==> src/rtl/oh2b_pkg.sv <==
`default_nettype none
// +----------------------------------------------------------------------+
// | oh2b_pkg : shared constants and one-hot helpers for oh2b_pipe        |
// | Revision : 1.0                                                       |
// +----------------------------------------------------------------------+
package oh2b_pkg;

  localparam int OH_N        = 3;
  localparam int OH_MAX_N    = 8;
  localparam int OH_VEC_W    = 1 << OH_MAX_N;
  localparam int OH_IDX_W    = OH_MAX_N;
  localparam int ERR_CNT_W   = 8;
  localparam logic [ERR_CNT_W-1:0] ERR_CNT_MAX = 8'hFF;

  // Narrower codes are zero-extended by the caller; extra zeros change neither result.
  function automatic logic [OH_IDX_W-1:0] oh_index(input logic [OH_VEC_W-1:0] vec);
    logic [OH_IDX_W-1:0] idx;
    idx = '0;
    for (int i = OH_VEC_W - 1; i >= 0; i--) begin
      if (vec[i]) idx = OH_IDX_W'(i);
    end
    return idx;
  endfunction

  function automatic logic oh_legal(input logic [OH_VEC_W-1:0] vec);
    logic seen;
    logic multi;
    seen  = 1'b0;
    multi = 1'b0;
    for (int i = 0; i < OH_VEC_W; i++) begin
      if (vec[i]) begin
        if (seen) multi = 1'b1;
        seen = 1'b1;
      end
    end
    return seen & ~multi;
  endfunction

endpackage
`default_nettype wire

==> src/rtl/oh2b_core.sv <==
`default_nettype none
// +----------------------------------------------------------------------+
// | oh2b_core : combinational one-hot to binary decode with legality flag|
// | Revision  : 1.0                                                      |
// +----------------------------------------------------------------------+
module oh2b_core
  import oh2b_pkg::*;
#(
  parameter int N = OH_N
) (
  input  logic [(1<<N)-1:0] i_positional,
  output logic [N-1:0]      o_binary,
  output logic              o_err
);

  logic [OH_VEC_W-1:0] w_vec;

  assign w_vec    = OH_VEC_W'(i_positional);
  assign o_binary = N'(oh_index(w_vec));
  assign o_err    = ~oh_legal(w_vec);

endmodule
`default_nettype wire

==> src/rtl/oh2b_pipe.sv <==
`default_nettype none
// +----------------------------------------------------------------------+
// | oh2b_pipe : registered one-hot to binary decoder, valid/ready ports. |
// |             OH2B_ERR_CNT_EN adds a saturating illegal-code counter.  |
// | Revision  : 1.0                                                      |
// +----------------------------------------------------------------------+
module oh2b_pipe
  import oh2b_pkg::*;
#(
  parameter int N = OH_N
) (
  input  logic                 clk,
  input  logic                 rst_n,
  input  logic                 in_valid,
  output logic                 in_ready,
  input  logic [(1<<N)-1:0]    positional,
  output logic                 out_valid,
  input  logic                 out_ready,
  output logic [N-1:0]         binary,
  output logic                 err
`ifdef OH2B_ERR_CNT_EN
  ,
  output logic [ERR_CNT_W-1:0] err_cnt
`endif
);

  logic         r_out_valid;
  logic [N-1:0] r_binary;
  logic         r_err;
  logic [N-1:0] w_binary_nxt;
  logic         w_err_nxt;
  logic         w_accept;

  oh2b_core #(.N(N)) u_core (
    .i_positional (positional),
    .o_binary     (w_binary_nxt),
    .o_err        (w_err_nxt)
  );

  // Single-entry stage: a full register can still accept when it drains this cycle.
  assign in_ready = ~r_out_valid | out_ready;
  assign w_accept = in_valid & in_ready;

  always_ff @(posedge clk or negedge rst_n) begin
    if (!rst_n) begin
      r_out_valid <= 1'b0;
      r_binary    <= '0;
      r_err       <= 1'b0;
    end else if (w_accept) begin
      r_out_valid <= 1'b1;
      r_binary    <= w_binary_nxt;
      r_err       <= w_err_nxt;
    end else if (out_ready) begin
      r_out_valid <= 1'b0;
    end
  end

  assign out_valid = r_out_valid;
  assign binary    = r_binary;
  assign err       = r_err;

`ifdef OH2B_ERR_CNT_EN
  logic [ERR_CNT_W-1:0] r_err_cnt;

  always_ff @(posedge clk or negedge rst_n) begin
    if (!rst_n) begin
      r_err_cnt <= '0;
    end else if (w_accept && w_err_nxt && (r_err_cnt != ERR_CNT_MAX)) begin
      r_err_cnt <= r_err_cnt + 1'b1;
    end
  end

  assign err_cnt = r_err_cnt;
`else
  // No counter in this build; the err_cnt port is absent.
`endif

endmodule
`default_nettype wire

==> config.mk <==
export PLATFORM = sky130hd
export DESIGN_NAME = oh2b_pipe
export DESIGN_NICKNAME = d
export VERILOG_FILES = /design/src/rtl/oh2b_pkg.sv /design/src/rtl/oh2b_core.sv /design/src/rtl/oh2b_pipe.sv
export SDC_FILE = /design/constraint.sdc
export NUM_CORES = 1
export LEC_CHECK = 0
export ABC_AREA = 1
export CORE_AREA = 2 2 39 41
export CTS_CLUSTER_SIZE = 24
export DETAILED_ROUTE_END_ITERATION = 10
export DIE_AREA = 0 0 41 43
export HOLD_SLACK_MARGIN = 0.02
export PLACE_DENSITY = 0.64
export SLEW_MARGIN = 20
export SYNTH_ARGS = -nofsm -noshare
export SYNTH_HDL_FRONTEND = slang
export SYNTH_HIERARCHICAL = 1
export SYNTH_SLANG_ARGS = --single-unit
==> constraint.sdc <==
create_clock -name clk -period 1.16 [get_ports clk]
set_clock_uncertainty 0.2 [all_clocks]
set_input_delay 0.29 -clock clk [delete_from_list [all_inputs] [get_ports clk]]
set_output_delay 0.29 -clock clk [all_outputs]
set_load 0.05 [all_outputs]
* Word level (Yosys, flattened, before mapping) *
Index checks and enable logic that the tools add are counted.

storage, ports and cells
  flip-flop bits (word level) = 5
  input port bits = 12
  output and inout bits = 6
  word-level logic and storage cells = 42

cells by class
  multiplexer cells = 32
  bitwise gates (word level) = 6
  reductions and logical operators = 1

operators by type and width
  operator            count
  two-way mux 1 bit   24
  two-way mux 3 bit   8
  NOT 1 bit           3
  AND 1 bit           2
  nonzero test 2 bit  1
  bitwise OR 1 bit    1

* Longest topological paths before layout *
  depth after elaboration = 18
  depth in mapped cells = 9
  gate-level depth less buffers = 9

* Modules after synthesis *
Netlist, hierarchy kept.

by module, submodules not included
  module     times used  cells an instance  area an instance (um^2)
  oh2b_pipe  1           21                 205.2
  oh2b_core  1           37                 161.4

* Worst setup path before layout *
No wires, ideal clock.

  kind = register -> register
  start = register r_out_valid, in the netlist out_valid
  end = register r_binary[0], in the netlist binary[0]
  arrival = 1117 ps
  setup slack = -223 ps
  stages on the path, launching flop included = 5
  cells stage by stage = dfrtp_1 nand2_4 nand2_4 nand2_1 nand2_1

on the way
  word-level cells in the longest chain between the ends = 3

ends and longest elaborated chain
  item                    line             source
  start, declared         oh2b_pipe.sv:27  logic r_out_valid;
  start signal, assigned  oh2b_pipe.sv:46  r_out_valid <= 1'b0;
  start signal, assigned  oh2b_pipe.sv:50  r_out_valid <= 1'b1;
  start signal, assigned  oh2b_pipe.sv:54  r_out_valid <= 1'b0;
  NOT 1 bit               oh2b_pipe.sv:41  assign in_ready = ~r_out_valid | out_ready;
  bitwise OR 1 bit        oh2b_pipe.sv:41
  named net in_ready      oh2b_pipe.sv:15  output logic in_ready,
  AND 1 bit               oh2b_pipe.sv:42  assign w_accept = in_valid & in_ready;
  end signal, assigned    oh2b_pipe.sv:51  r_binary <= w_binary_nxt;
  end, declared           oh2b_pipe.sv:28  logic [N-1:0] r_binary;

The timed path passes the listed nets, and every way through them passes these cells.
A chain may end at the register's enable or synchronous reset.

* Worst setup path in the final report *
  start = register r_out_valid, in the netlist out_valid
  end = output in_ready

on the way
  word-level cells in the longest chain between the ends = 2

ends and longest elaborated chain
  item              line
  NOT 1 bit         oh2b_pipe.sv:41
  bitwise OR 1 bit  oh2b_pipe.sv:41
  end, declared     oh2b_pipe.sv:15

No other way between the ends.

==> run metrics <==
Final ANT Viol Nets=0; global-route usage over all layers=13.25%; Top Metal Used=met4; Synth async-reset ratio=100.0%; pre-CTS setup slack=-0.5772 ns; met3 wire length=between 70 and 80 um; antenna cell count=0; DRT Wirelength=~970 um; die width=41 um; CTS tree=done; # fillers=133; pin count of the biggest net entering global routing=6; number of buffers created by CTS=3; Final Hold Viols=0; Final HPWL DP=around 720 um; Clk pwr share=a little over a quarter; fmax=between 0.7 and 0.8 GHz; Core Region=~1400 um2; sequential share of the synthesized area=between 30% and 40%; Comb pwr share=around 45%; IO Count=18; #FFs+latches synth=5; Period minus WS final=1.395 ns; area leader, netlist=dfrtp_1; Max Cap Violations=0; drt drc=0; Iter 0 DRT Violations=7; max-slew violation count=0; reg2reg setup slack=-0.13 ns; outcome=finished, violations left; VDD IR-drop max=1.039 mV; Worst Tran Pin Value=0.3318 ns; Tot Pwr=~770 uW; CTS Sinks=5; vias in the first global route=395; number of synthesized flops with an enable pin=0; total negative slack=-1.496 ns; DR vias/cell=roughly 4.2; clock buffer depth=2; Tcrit/Tclk final=120.3%; initial antenna violation count=0; most frequent cells after synthesis=nand2_1 (23), inv_1 (8), dfrtp_1 (5), nand3_1 (5), nor2_1 (5); Placer Congestion=slightly below 0.8; root buffer cell=clkbuf_4; I/O Buffers=17; Cell Area, Synth=366.6 um2; post-layout net count=roughly 100; Critical Path RT=about 0.67 ns; syn avg cell area=around 6.3 um2; sequential power share=~28%; Die Area=roughly 1800 um2; Worst-Skew Late Latency=about 0.25 ns; Power per Cell Area=about 990 nW/um2; hold_buf cts=0; most numerous cell in the Yosys netlist=nand2_1; FP Rows=14; Cell variety after synth=13; syn_nets=70; Pre-Repair DR Iteration Count=4; top cells by area, synth=dfrtp_1 (34%), nand2_1 (24%), inv_1 (8.2%), nand3_1 (6.8%), nand2_4 (6.1%); critical path fanouts, max=2; setup ws final=-0.2353 ns; Net Sw Power=268.6 uW; layout cell share with drive strength beyond 1=between 30% and 40%; Crit path arrival time=a little over 0.9 ns; Area growth syn-to-layout=112.6%; crit end category=output pin; crit start category=flop; hold crit path type=input pin to async pin; wire length on met1=around 380 um; slew margin rel.=a little under 80%; starting density of the core=26.49%; Final setup viols=11; Vias=approximately 450; Post-Syn Instances=58; unrepaired setup endpoints after global routing=true; Die Ht=43 um; Setup CP Type=flop to output pin; post-DR wirelength/cell=9.065 um; P_int=around 500 uW; failing checks=setup timing; Post-synth top flop=dfrtp_1; first-pass GRT wire length=~1500 um; leakage power=around 0.00041 uW; grt ovf=0; Clock transition at path regs=approximately 0.05 ns; switching portion of total power=about a third; synth warn=6; H-tree levels=1; Met2 Wirelength=around 500 um; area share of the largest cell type after synthesis=roughly 34%
path summary, 6_finish.rpt:
path                                   to          start  cells past startpoint
worst max-delay path             in_ready      out_valid                      2
worst min-delay path                  err          rst_n                      1
worst max register to register  binary[2]      out_valid                      6
worst min register to register  binary[0]      binary[0]                      2
max in group asynchronous       out_valid          rst_n                      1
min in group clk                binary[0]  positional[0]                      5
stage by stage:
stage                     util (%)  instance area [um2]  cells  hold slack (ns)
after global routing         56.33                779.5    107          0.05778
after floorplan                  -                376.6     58          -0.2056
final                        56.33                779.5    107          0.06054
after CTS                    52.44                725.7    105          0.05540
after global placement       48.55                671.9     97           0.3210
after detailed placement     48.55                671.9     97           0.3242
power groups by stage:
| stage | clock network [uW] | logic [uW] | registers (uW) |
|---|---|---|---|
| floorplan | 0 | 77.1 | 276 |
| global placement | 0 | 308 | 221 |
| detailed placement | 0 | 311 | 222 |
| CTS | 218 | 321 | 218 |
| global route | 236 | 369 | 221 |
| finish | 207 | 346 | 219 |
state kept, by name, indices dropped and copies added, names as in the netlist:
name / cells
binary: 3
err: 1
out_valid: 1
logic make-up (layout without fill, tap and decap cells):
logic type | count (synthesis) | in the layout | share of synthesized area, %
AND/OR/NAND/NOR | 39 | 39 | 49.15
buffers and inverters | 9 | 42 | 9.214
AO/OA/AOI/OAI | 5 | 5 | 7.507
flip-flops | 5 | 5 | 34.13
what timing repair did:
item / in CTS / in global routing
endpoints found under the setup margin: 10 / 10
gates resized for setup: 18 / 10
pin swaps: 14 / 4
setup buffers: 4 / 2
layout by cell type (no fill, tap or decap), drive strengths merged:
| master | n |
|---|---|
| nand2 | 25 |
| buf | 18 |
| inv | 8 |
| nor2 | 8 |
| clkdlybuf4s15 | 6 |
| nand3 | 5 |
| dfrtp | 5 |
| clkbuf | 4 |
| dlygate4sd2 | 3 |
| clkdlybuf4s50 | 2 |
| a21oi | 2 |
| o21ai | 2 |
| or2 | 1 |
| a21boi | 1 |
| clkinv | 1 |
per-layer routing:
metal  vias up  GRT usage [%]
met3         2          7.853
met2        14          19.06
met5         -              0
li1        242              -
met4         0          6.000
met1       187          15.13
critical path, cell delays in order, from the launching register on:
cell	delay, ns
dfrtp_2	0.45
nand2_8	0.08
buf_12	0.12
cell type report:
class / instances / area (um2) / area share [%]
tap: 16 / 20.02 / 2.568
multi-input combinational: 44 / 244.0 / 31.30
sequential: 5 / 126.4 / 16.21
timing repair buffer: 29 / 327.8 / 42.05
inverter: 9 / 35.03 / 4.494
clock buffer: 4 / 26.28 / 3.371
No activity file was read; power rests on OpenSTA's default activity.
